## src/rtl/instruction_sequencer_if.sv

```systemverilog
// Program-memory read port and instruction-issue port of the sequencer.
//
// Handshake semantics:
//   mem_req is the request and mem_valid is the response. The sequencer
//   raises mem_req with mem_addr, then holds both stable until it samples
//   mem_valid=1 on a rising edge. mem_rdata is meaningful only on that edge.
//   mem_valid seen while mem_req=0 is ignored.
//   inst_valid is a one-cycle strobe with no back-pressure. The consumer must
//   take inst in the cycle where inst_valid=1.
interface instruction_sequencer_if #(
    parameter int ADDR_W = 8
);
    logic [ADDR_W-1:0] mem_addr;
    logic              mem_req;
    logic [7:0]        mem_rdata;
    logic              mem_valid;
    logic [7:0]        inst;
    logic              inst_valid;

    modport master (
        output mem_addr,
        output mem_req,
        input  mem_rdata,
        input  mem_valid,
        output inst,
        output inst_valid
    );

    modport slave (
        input  mem_addr,
        input  mem_req,
        output mem_rdata,
        output mem_valid,
        input  inst,
        input  inst_valid
    );
endinterface

```

## src/rtl/instruction_sequencer.sv

```systemverilog
// Instruction sequencer: the front end of the 8-bit core.
// It owns the program counter and fetches one byte per instruction from
// program memory. Each byte is issued for a single cycle. Condition
// instructions (opcode 2'b11) are resolved against reg3 and jump to reg0.
// The block keeps a saturating count of retired instructions. It halts once
// the program counter leaves the program.
module instruction_sequencer #(
    parameter int ADDR_W   = 8,
    parameter int PROG_LEN = 256,
    parameter int CNT_W    = 16
) (
    input  logic                     clk,
    input  logic                     rst,
    input  logic                     run,
    instruction_sequencer_if.master  bus,
    input  logic [7:0]               cond_value,
    input  logic [7:0]               jump_target,
    output logic [ADDR_W-1:0]        pc,
    output logic                     halted,
    output logic [CNT_W-1:0]         retired,
    output logic [2:0]               state_dbg
);

    typedef enum logic [2:0] {
        S_IDLE  = 3'd0,
        S_FETCH = 3'd1,
        S_WAIT  = 3'd2,
        S_ISSUE = 3'd3,
        S_HALT  = 3'd4
    } state_t;

    // A program longer than the address space cannot be left by stepping, so
    // the limit is clamped. A full-size program then wraps and never halts.
    localparam int PC_SPAN  = 1 << ADDR_W;
    localparam int PC_LIMIT = (PROG_LEN < PC_SPAN) ? PROG_LEN : PC_SPAN;
    localparam logic [ADDR_W:0] PC_END = (ADDR_W + 1)'(PC_LIMIT);

    state_t            state;
    logic              mem_req_q;
    logic              inst_valid_q;
    logic [7:0]        inst_q;

    logic              is_cond;
    logic              cond_neg;
    logic              cond_zero;
    logic              cond_true;
    logic [ADDR_W+7:0] target_wide;
    logic [ADDR_W-1:0] target;
    logic [ADDR_W-1:0] pc_inc;
    logic [ADDR_W-1:0] pc_next;
    logic              out_of_range;
    logic              mem_accept;

    // Evaluate the condition field of the issued byte against signed reg3.
    always_comb begin
        is_cond   = (inst_q[7:6] == 2'b11);
        cond_neg  = cond_value[7];
        cond_zero = (cond_value == 8'h00);
        cond_true = 1'b0;
        case (inst_q[2:0])
            3'b000:  cond_true = 1'b0;
            3'b001:  cond_true = cond_zero;
            3'b010:  cond_true = cond_neg;
            3'b011:  cond_true = cond_neg | cond_zero;
            3'b100:  cond_true = 1'b1;
            3'b101:  cond_true = ~cond_zero;
            3'b110:  cond_true = ~cond_neg;
            3'b111:  cond_true = ~cond_neg & ~cond_zero;
            default: cond_true = 1'b0;
        endcase
    end

    // Compute the program counter that follows the issued instruction.
    // reg0 is zero-extended or truncated to fit the pc width.
    always_comb begin
        target_wide  = {{ADDR_W{1'b0}}, jump_target};
        target       = target_wide[ADDR_W-1:0];
        pc_inc       = pc + 1'b1;
        pc_next      = (is_cond && cond_true) ? target : pc_inc;
        out_of_range = ({1'b0, pc_next} >= PC_END);
    end

    // A response is accepted only while a request is outstanding.
    assign mem_accept = bus.mem_valid & mem_req_q;

    // Sequencer FSM. It updates state and every registered output.
    always_ff @(posedge clk) begin
        if (rst) begin
            state        <= S_IDLE;
            pc           <= '0;
            inst_q       <= 8'h00;
            inst_valid_q <= 1'b0;
            mem_req_q    <= 1'b0;
            halted       <= 1'b0;
            retired      <= '0;
        end else begin
            case (state)
                S_IDLE: begin
                    mem_req_q    <= 1'b0;
                    inst_valid_q <= 1'b0;
                    if (run) begin
                        state <= S_FETCH;
                    end
                end
                S_FETCH: begin
                    mem_req_q <= 1'b1;
                    state     <= S_WAIT;
                end
                S_WAIT: begin
                    // The request and pc stay put until memory answers.
                    if (mem_accept) begin
                        inst_q       <= bus.mem_rdata;
                        mem_req_q    <= 1'b0;
                        inst_valid_q <= 1'b1;
                        state        <= S_ISSUE;
                    end
                end
                S_ISSUE: begin
                    inst_valid_q <= 1'b0;
                    if (retired != {CNT_W{1'b1}}) begin
                        retired <= retired + 1'b1;
                    end
                    pc <= pc_next;
                    if (out_of_range) begin
                        halted <= 1'b1;
                        state  <= S_HALT;
                    end else begin
                        state  <= S_FETCH;
                    end
                end
                S_HALT: begin
                    // Sticky. Only reset leaves this state.
                    halted       <= 1'b1;
                    mem_req_q    <= 1'b0;
                    inst_valid_q <= 1'b0;
                end
                default: begin
                    state        <= S_IDLE;
                    mem_req_q    <= 1'b0;
                    inst_valid_q <= 1'b0;
                end
            endcase
        end
    end

    assign bus.mem_addr   = pc;
    assign bus.mem_req    = mem_req_q;
    assign bus.inst       = inst_q;
    assign bus.inst_valid = inst_valid_q;
    assign state_dbg      = state;

endmodule

```

## src/flat_wrapper.sv

```systemverilog
// flat-port wrapper written by rule: the top's interface ports become plain ports
module instruction_sequencer_flat 
#(
    parameter int ADDR_W   = 8,
    parameter int PROG_LEN = 256,
    parameter int CNT_W    = 16
)
  (clk, rst, run, cond_value, jump_target, pc, halted, retired, state_dbg, bus_mem_addr, bus_mem_req, bus_mem_rdata, bus_mem_valid, bus_inst, bus_inst_valid);
  instruction_sequencer_if #(.ADDR_W(ADDR_W)) bus_i ();
  input  logic clk;
  input  logic rst;
  input  logic run;
  input  logic [7:0] cond_value;
  input  logic [7:0] jump_target;
  output logic [ADDR_W-1:0] pc;
  output logic halted;
  output logic [CNT_W-1:0] retired;
  output logic [2:0] state_dbg;
  output wire logic [$bits(bus_i.mem_addr)-1:0] bus_mem_addr;
  output wire logic [$bits(bus_i.mem_req)-1:0] bus_mem_req;
  input wire logic [$bits(bus_i.mem_rdata)-1:0] bus_mem_rdata;
  input wire logic [$bits(bus_i.mem_valid)-1:0] bus_mem_valid;
  output wire logic [$bits(bus_i.inst)-1:0] bus_inst;
  output wire logic [$bits(bus_i.inst_valid)-1:0] bus_inst_valid;
  assign bus_mem_addr = bus_i.mem_addr;
  assign bus_mem_req = bus_i.mem_req;
  assign bus_i.mem_rdata = bus_mem_rdata;
  assign bus_i.mem_valid = bus_mem_valid;
  assign bus_inst = bus_i.inst;
  assign bus_inst_valid = bus_i.inst_valid;
  instruction_sequencer #(.ADDR_W(ADDR_W), .PROG_LEN(PROG_LEN), .CNT_W(CNT_W)) u_core (.clk(clk), .rst(rst), .run(run), .bus(bus_i), .cond_value(cond_value), .jump_target(jump_target), .pc(pc), .halted(halted), .retired(retired), .state_dbg(state_dbg));
endmodule
```

## config.mk

```make
export PLATFORM = sky130hd
export DESIGN_NAME = instruction_sequencer_flat
export DESIGN_NICKNAME = d
export VERILOG_FILES = /design/src/rtl/instruction_sequencer_if.sv /design/src/rtl/instruction_sequencer.sv /design/src/flat_wrapper.sv
export SDC_FILE = /design/constraint.sdc
export NUM_CORES = 1
export LEC_CHECK = 0
export ABC_AREA = 1
export BUFFER_PORTS_ARGS = -buffer_cell sky130_fd_sc_hd__clkbuf_2
export CAP_MARGIN = 20
export CORE_UTILIZATION = 35
export DETAILED_ROUTE_END_ITERATION = 8
export PLACE_DENSITY = 0.63
export RECOVER_POWER = 50
export SYNTH_ARGS = -nofsm -noshare
export SYNTH_HDL_FRONTEND = slang
export SYNTH_SLANG_ARGS = --single-unit
export TNS_END_PERCENT = 100
```

## constraint.sdc

```tcl
create_clock -name clk -period 3.8 [get_ports clk]
set_clock_uncertainty 0.2 [all_clocks]
set_input_delay 0.38 -clock clk [delete_from_list [all_inputs] [get_ports clk]]
set_output_delay 0.38 -clock clk [all_outputs]
set_load 0.02 [all_outputs]
```

## After elaboration in Yosys (flattened, before gate mapping)

Index checks and enable logic that the tools add are counted.

- Flip-flop bits (word level): 38

- Add/sub/neg operators: 2
- Equality and inequality tests: 15
- Muxes and demuxes: 9
- Bitwise operators: 8
- Reductions and logical operators: 9

Operators with widths:

| operator | number |
|---|---|
| adder 16 x 1 -> 16 bit (second input constant) | 1 |
| inequality test 16 bit (second input constant) | 1 |
| == test 3 bit (second input constant) | 5 |
| case mux 3 bit (5 select lines) | 1 |
| == test 3 x 2 -> 1 bit (second input constant) | 4 |
| adder 8 x 1 -> 8 bit (second input constant) | 1 |
| logical NOT 8 bit | 1 |
| 2-to-1 mux 8 bit | 1 |
| case mux 1 bit (8 select lines) | 1 |
| AND reduction 2 bit | 4 |
| == test 3 x 1 -> 1 bit (second input constant) | 2 |
| logical NOT 3 bit | 2 |
| 2-to-1 mux 3 bit | 2 |
| inverter 1 bit | 5 |
| case mux 1 bit (3 select lines) | 1 |
| AND reduction 3 bit | 1 |
| bitwise AND 1 bit | 2 |
| == test 2 bit (second input constant) | 1 |
| 2-to-1 mux 1 bit | 2 |
| inequality test 2 x 1 -> 1 bit (second input constant) | 1 |
| inequality test 2 bit (second input constant) | 1 |
| case mux 1 bit (2 select lines) | 1 |
| logical AND 1 bit | 1 |
| bitwise OR 1 bit | 1 |

## Longest topological paths before layout

Gate-level depths: netlist of run 1.

- Word-level depth: 6
- Gate-level depth with buffers: 13
- Mapped depth without buffers: 12

## Worst setup path before layout of run 1

No wires, ideal clock.

- Path type: reg-to-reg
- From: reg u_core.retired[0]
- To: reg u_core.retired[12]
- Arrival: 1.533 ns
- Data required time: 3.469 ns
- Slack: 1.936 ns
- Cell stages (with the launch flop): 9
- Period minus slack after synthesis: 1.864 ns
- Cell sequence: dfxtp_1 -> ha_1 -> nand2_1 -> inv_2 -> nand4_1 -> nor2_4 -> nand3_1 -> nor3_1 -> nor3b_2

- Cells in the longest elaborated chain, start to end: 2
- Elaborated cells on any way between the ends: 3
- Classes of those cells: add/sub: 1; eq/ne: 1; reduce/logical: 1

Ends and longest elaborated chain:

| what | line | text |
|---|---|---|
| start, declared | instruction_sequencer.sv:20 | `output logic [CNT_W-1:0] retired,` |
| start signal, assigned | instruction_sequencer.sv:121 | `retired <= retired + 1'b1;` |
| branches (longest 2 deep; another with adder 16 x 1 -> 16 bit) | n/a |  |

Several ways; the timed one is not identified.
A chain may end at the register's enable or synchronous reset.

## Worst setup path after layout of run 1

- From: reg u_core.retired[0]
- To: reg u_core.retired[11]

Same word-level chain as after synthesis.

==> summary.txt, run 1 <==
Timing
  • Fin crit period: 2.02 ns
  • Setup ws final: 1.78 ns
  • Tightest Pin Transition: 0.540 ns
  • RSZ-0062 raised after global routing: false
  • Final slew viol count: 0
  • Fin. Hold Viols: 0
  • Fmax: 495 MHz
  • Worst rel slew slack: 0.639
  • Fin crit share: 0.532
  • # setup viols final: 0
  • Setup TNS: 0 ns

Power
  • PwrDens: 389 nW/um^2
  • Max VDD drop: 178 uV
  • Leakage: 1.00 nW

Yosys
  • Async set or reset register ratio after synthesis: 0
  • Synth area leaders: dfxtp_1, nand2_1, inv_1
  • Main synth FF type: dfxtp_1
  • Count of cell types in the netlist: 36
  • Post-Syn Area per Cell: 7.19 sq um
  • #FFs+latches synth: 36
  • Synth top area share: 0.352
  • Syn Std Cell Area: 2050 sq um
  • Dominant cell type by area after synthesis: dfxtp_1
  • Post-synth EDFFs: 0
  • Register area share after synthesis: 0.352
  • Mapped Cells: 285
  • Ys Warns: 0

Global routing
  • Met2 Use GR: 0.272
  • GR Overflow Total: 0
  • Antenna violations before repair: 0
  • Met3 Use GR: 0.0244
  • Grt peak-use layer: met2
  • Number of global-route vias before repair: 1747
  • Global-route wire length before repair: 8170 microns
  • GRT Resource Usage Total: 0.166
  • M1 GR Usage: 0.220
  • Largest net degree at the start of global routing: 21

Die
  • Die span in y: 78.5 microns
  • Die Wd: 78.5 microns
  • Die area: 6160 sq um
  • Initial Util: 0.367
  • Core Footprint: 5570 sq um
  • Number of I/O pins: 74
  • FP Rows: 27

Cells and area
  • Area occupied by multi-input gates: 1040 sq um
  • Fin util: 0.434
  • Layout cells sized above 1: 0.173
  • Final Instance Area: 2420 sq um
  • Seq. cell area: 721 sq um
  • Nets: 380
  • Synthesis-to-layout area growth: 18.1%
  • Fillers: 600
  • ANT cells: 0

Clock network
  • Longest Clk Path Bufs: 2
  • Worst skew pair latency: 0.29 ns
  • Post-CTS Setup Repair Bufs: 0
  • CTS tree: built
  • H-tree depth: 2
  • Post-cts sizing count: 0
  • Root Buffer: clkbuf_8
  • Cts bufs inserted: 5
  • CTS hold repair buffers: 0
  • CTS Sinks: 36
  • Worst-path clk slew: 0.07 ns

Min path
  • Hold path start: bus_mem_rdata[4]
  • WHS Path Cells: 3
  • Hold Path Sink: u_core.bus.inst[4]
  • Worst min path class: in2reg

Placed design
  • Post-DP HPWL: 3580 microns
  • Routability cong.: 0.806
  • PortBufs: 71
  • Pre-CTS worst setup slack: 1.78 ns
  • Post-DP Area: 2370 sq um

Run
  • Max-cap violations: 0

Critical path
  • Worst EP required: 3.78 ns
  • Crit path max fanout: 13
  • Critical path endpoint category: register
  • RR Startpoint: u_core.retired[0]
  • Startpoint Class: register
  • Worst endpoint data arrival time: 2.00 ns
  • Setup CP Type: reg2reg
  • R2R Path End: u_core.retired[11]
  • R2R cell count: 11
  • Setup slack, reg-to-reg: 1.78 ns

Drt
  • Drt total wl: 4810 microns
  • DR WL/cell: 11.5 microns
  • Routed vias: 1943
  • Initial DRC count: 67
  • Final ANT Viol Nets: 0
  • Vias/cell: 4.65
  • DR pass1 iterations: 4
  • Post-route DRC: 0

Outcome
  • Status: finished, final reports clean
cells by family after synthesis:
group | Yosys count | synth area share
other | 1 | 0.00183
XOR/XNOR | 8 | 0.0342
buffers and inverters | 65 | 0.144
AND/OR/NAND/NOR | 116 | 0.288
AO/OA/AOI/OAI | 52 | 0.137
flip-flops | 36 | 0.352
adder cells (fa/ha/maj) | 7 | 0.0428
cells in the mapped netlist, drive strengths merged (3+ instances only):
| cell | instances |
|---|---|
| a21oi | 26 |
| buf | 14 |
| clkbuf | 5 |
| dfxtp | 36 |
| ha | 7 |
| inv | 45 |
| nand2 | 52 |
| nand3 | 23 |
| nand4 | 10 |
| nor2 | 19 |
| nor3 | 7 |
| nor3b | 3 |
| o21ai | 21 |
| xnor2 | 3 |
| xor2 | 5 |
metal layers:
layer | share of wire | vias to the layer above
li1 | - | 1028
met1 | 0.50 | 859
met2 | 0.45 | 51
met3 | 0.043 | 5
met4 | 0.012 | 0
met5 | 0 | -
report_power, final:
group / switching [W] / leakage, nW / total [W] / internal [W]
logic: 0.000153 / 0.661 / 0.000218 / 0.0000653
clock network: 0.000141 / 0.0510 / 0.000286 / 0.000145
registers: 0.0000304 / 0.291 / 0.000437 / 0.000406
cell type report:
type / instances / share of cell area
clock buffer: 6 / 0.0341
inverter: 46 / 0.0714
timing repair buffer: 71 / 0.127
multi-input combinational: 185 / 0.428
sequential: 36 / 0.298
clock inverter: 2 / 0.00414
tap: 72 / 0.0372
flip-flops by register name, indices dropped and copies added (netlist names):
| register | flops |
|---|---|
| u_core.retired | 16 |
| u_core.bus.inst | 8 |
| u_core.state_dbg | 2 |
| u_core.bus.inst_valid | 1 |
| u_core.bus.mem_addr | 8 |
| u_core.bus.mem_req | 1 |
placed cells by master, fill, tap and decap left out, types with 2 or more instances in the layout:
cell / netlist / final
a21oi_1: 25 / 25
clkbuf_1: 5 / 39
clkbuf_2: 0 / 32
clkbuf_8: 0 / 6
clkinv_2: 0 / 2
conb_1: 1 / 2
dfxtp_1: 36 / 36
ha_1: 7 / 7
inv_1: 43 / 43
inv_2: 2 / 2
nand2_1: 47 / 47
nand2_2: 4 / 4
nand3_1: 19 / 19
nand3_2: 4 / 4
nand4_1: 10 / 10
nor2_1: 16 / 16
nor2_4: 2 / 2
nor3_1: 6 / 6
nor3b_2: 3 / 3
o21ai_0: 17 / 17
o21ai_1: 3 / 3
xnor2_1: 3 / 3
xor2_1: 5 / 5
stage by stage:
step                      power (W)  instances  hold WS [ns]
after CTS                  0.000963        418         0.162
final                      0.000941        418         0.170
after detailed placement   0.000674        410         0.244
after floorplan            0.000610        286         0.320
after global routing        0.00100        418         0.183
after global placement     0.000670        410         0.233
critical path, cell delays in order (launching register included):
cell,delay (ns)
dfxtp_1,0.40
ha_1,0.21
nand2_1,0.08
inv_2,0.07
nand2_2,0.07
nor2_4,0.14
nand3_2,0.07
nand2_2,0.18
inv_2,0.16
nand2_1,0.14
a21oi_1,0.07
o21a_1,0.13
worst max-delay path by stage:
stage | from | endpoint | slack [ns] | cells past startpoint
floorplan | u_core.retired[0] | u_core.retired[12] | 1.94 | 8
CTS | u_core.retired[0] | u_core.retired[11] | 1.77 | 11
global placement | u_core.state_dbg[0] | u_core.retired[9] | 1.89 | 7
detailed placement | u_core.retired[0] | u_core.retired[11] | 1.78 | 11
global route | u_core.state_dbg[0] | u_core.retired[9] | 1.56 | 7
finish | u_core.retired[0] | u_core.retired[11] | 1.78 | 11
No activity file was read; power rests on OpenSTA's default activity.
==> inputs of run 2 (changes only) <==
PLACE_DENSITY = 0.65   (was 0.63)
clock period = 1.8 ns   (was 3.8 ns; I/O delays follow)
==> run 2 against run 1 <==
  * Sequential power rose by 110%
  * Critical path depth rose by 1
  * Design area rose by 9.1%
  * Total power rose by 120%
  * First-iteration DRC count rose by 33%
  * Fmax rose by 22%
  * Cell count rose by 5.0%
  * Hold slack got worse by 0.14 ns
  * Register-to-register slack got worse by 1.6 ns
  * Clock power rose by 110%
  * Worst setup slack got worse by 1.6 ns
==> summary.txt, run 2 (same netlist as run 1, synthesis figures left out) <==
Power
  • Internal Pwr Total: 0.00138 W (was 0.000616 W)
  • Net Sw Frac: 0.343 (was 0.345)
  • Clk pwr share: 0.289 (was 0.304)
  • Sequential power share: 0.442 (was 0.464)
  • PwrDens: 793 nW/um^2 (was 389 nW/um^2)
  • Leakage: 1.09 nW (was 1.00 nW)
  • Max VDD drop: 394 uV (was 178 uV)
  • Logic pwr share: 0.268 (was 0.232)
  • Switching pwr: 0.000719 W (was 0.000324 W)

Outcome
  • Status: finished, final reports clean (unchanged)

Timing
  • Setup TNS: 0 ns (unchanged)
  • Fmax: 602 MHz (was 495 MHz)
  • Fin crit share: 0.923 (was 0.532)
  • RSZ-0062 raised after global routing: false (unchanged)
  • # setup viols final: 0 (unchanged)
  • Fin. Hold Viols: 0 (unchanged)
  • WHS: 0.0315 ns (was 0.170 ns)
  • Fin crit period: 1.66 ns (was 2.02 ns)
  • Final slew viol count: 0 (unchanged)

Critical path
  • Crit path max fanout: 8 (was 13)
  • Setup CP Type: reg2reg (unchanged)
  • CP max-delay cell: dfxtp_2 (was dfxtp_1)
  • Crit-path cells: ha_4 > nand2_1 > inv_2 > nand2_2 > nor2_4 > nand3_2 > nand2_4 > inv_8 > buf_6 > nand2_4 > o21ai_2 > a21oi_2 (was ha_1 > nand2_1 > inv_2 > nand2_2 > nor2_4 > nand3_2 > nand2_2 > inv_2 > nand2_1 > a21oi_1 > o21a_1)
  • CP max stage delay: 0.35 ns (was 0.40 ns)
  • Most used cell along the critical path: nand2_4
  • Worst endpoint data arrival time: 1.69 ns (was 2.00 ns)
  • Setup slack, reg-to-reg: 0.14 ns (was 1.78 ns)
  • Critical path endpoint category: register (unchanged)
  • Startpoint Class: register (unchanged)
  • Worst EP required: 1.82 ns (was 3.78 ns)

Drt
  • DR WL/cell: 11.3 microns (was 11.5 microns)
  • Final ANT Viol Nets: 0 (unchanged)
  • Met3 Wirelength: 227 microns (was 208 microns)
  • Top sig layer: met4 (unchanged)
  • Vias/cell: 4.61 (was 4.65)
  • Met2 WL: 2330 microns (was 2140 microns)
  • Initial DRC count: 89 (was 67)
  • Drt total wl: 4980 microns (was 4810 microns)
  • Met1 wire length: 2370 microns (was 2400 microns)
  • Routed vias: 2025 (was 1943)
  • DR pass1 iterations: 4 (unchanged)
  • Post-route DRC: 0 (unchanged)

Cells and area
  • Fin cells: 439 (was 418)
  • Nets: 401 (was 380)
  • Reg with most FFs: u_core.retired (unchanged)
  • Commonest non-fill, non-tap cells in the layout: nand2_1, inv_1, clkbuf_1, dfxtp_1, clkbuf_2 (unchanged)
  • ANT cells: 0 (unchanged)
  • Layout cells sized above 1: 0.210 (was 0.173)
  • Most common cell after layout, fill and taps aside: nand2_1 (unchanged)
  • Synthesis-to-layout area growth: 28.8% (was 18.1%)
  • Largest register FFs: 16 (unchanged)

Min path
  • Worst min path class: in2reg (unchanged)

Clock network
  • Worst-path clk slew: 0.08 ns (was 0.07 ns)
  • Cts bufs inserted: 5 (unchanged)
  • CTS Sinks: 36 (unchanged)
  • CTS tree: built (unchanged)
  • Worst skew pair latency: 0.29 ns (about the same)
  • Longest Clk Path Bufs: 2 (unchanged)
  • H-tree depth: 2 (unchanged)
  • Root Buffer: clkbuf_8 (unchanged)

Global routing
  • Antenna violations before repair: 0 (unchanged)
  • Largest net degree at the start of global routing: 17 (was 21)
  • GRT Resource Usage Total: 0.162 (was 0.166)
  • GR Overflow Total: 0 (unchanged)
  • Number of global-route vias before repair: 1728 (was 1747)
  • Global-route wire length before repair: 7910 microns (was 8170 microns)

Placed design
  • PortBufs: 71 (unchanged)
  • Routability cong.: 0.783 (was 0.806)
  • Dpl cells: 420 (was 410)
  • Post-DP HPWL: 3570 microns (was 3580 microns)

Die
  • Die Wd: 78.5 microns (unchanged)
  • Die area: 6160 sq um (unchanged)
  • Initial Util: 0.367 (unchanged)
  • FP Rows: 27 (unchanged)
  • Die span in y: 78.5 microns (unchanged)
  • Number of I/O pins: 74 (unchanged)
  • Core Footprint: 5570 sq um (unchanged)

Run
  • Max-cap violations: 0 (unchanged)
run 2: path summary, 6_finish.rpt:
path | start | end | depth (start not counted)
worst max-delay path | u_core.retired[0] | u_core.retired[10] | 12
worst min-delay path | bus_mem_valid | u_core.bus.inst_valid | 3
worst max register to register | u_core.retired[0] | u_core.retired[10] | 12
worst min register to register | u_core.bus.inst[3] | u_core.bus.inst[3] | 2
run 2: cell type report:
class | instances | area, sq um
fill | 584 | 2940
multi-input combinational | 185 | 1060
sequential | 36 | 723
timing repair buffer | 92 | 488
inverter | 46 | 180
tap | 72 | 90.1
clock buffer | 7 | 86.3
clock inverter | 1 | 7.51
run 2: through the flow:
step / util / setup slack (ns) / power [W] / instance area (sq um)
after detailed placement: 0.440 / 0.00843 / 0.00146 / 2450
after global routing: 0.473 / 0.0122 / 0.00223 / 2640
after global placement: 0.440 / 0.0581 / 0.00145 / 2450
after floorplan: - / 0.0406 / 0.00129 / 2050
final: 0.473 / 0.139 / 0.00209 / 2640
after CTS: 0.472 / 0.0621 / 0.00208 / 2630
run 2: layer usage:
| layer | vias to the layer above | track usage |
|---|---|---|
| met5 | - | 0 |
| met4 | 0 | 0.0500 |
| met3 | 4 | 0.0360 |
| met2 | 62 | 0.268 |
| met1 | 891 | 0.208 |
| li1 | 1068 | - |
run 2: timing repair:
| action | in CTS | in global routing |
|---|---|---|
| gates resized for setup | 1 | 12 |
| endpoints found under the setup margin | 1 | 11 |
| setup buffers | 0 | 2 |
| cloned | 0 | 1 |
| hold buffers | 8 | 0 |
| pin swaps | 0 | 1 |
| hold endpoints to repair | 8 | 0 |
run 2: power groups by stage:
| stage | clock (W) | sequential, W | combinational, W |
|---|---|---|---|
| floorplan | 0 | 0.00101 | 0.000284 |
| global placement | 0 | 0.000938 | 0.000510 |
| detailed placement | 0 | 0.000940 | 0.000518 |
| CTS | 0.000627 | 0.000921 | 0.000536 |
| global route | 0.000664 | 0.000935 | 0.000626 |
| finish | 0.000606 | 0.000926 | 0.000562 |
run 2: critical path, delay by kind of cell, from the launching register on:
kind / cells / cell delay, ns
AOI/OAI and AO/OA: 2 / 0.14
adders and majority gates: 1 / 0.14
buffers and inverters: 3 / 0.24
and+or+nand+nor: 6 / 0.50
DFF: 1 / 0.35
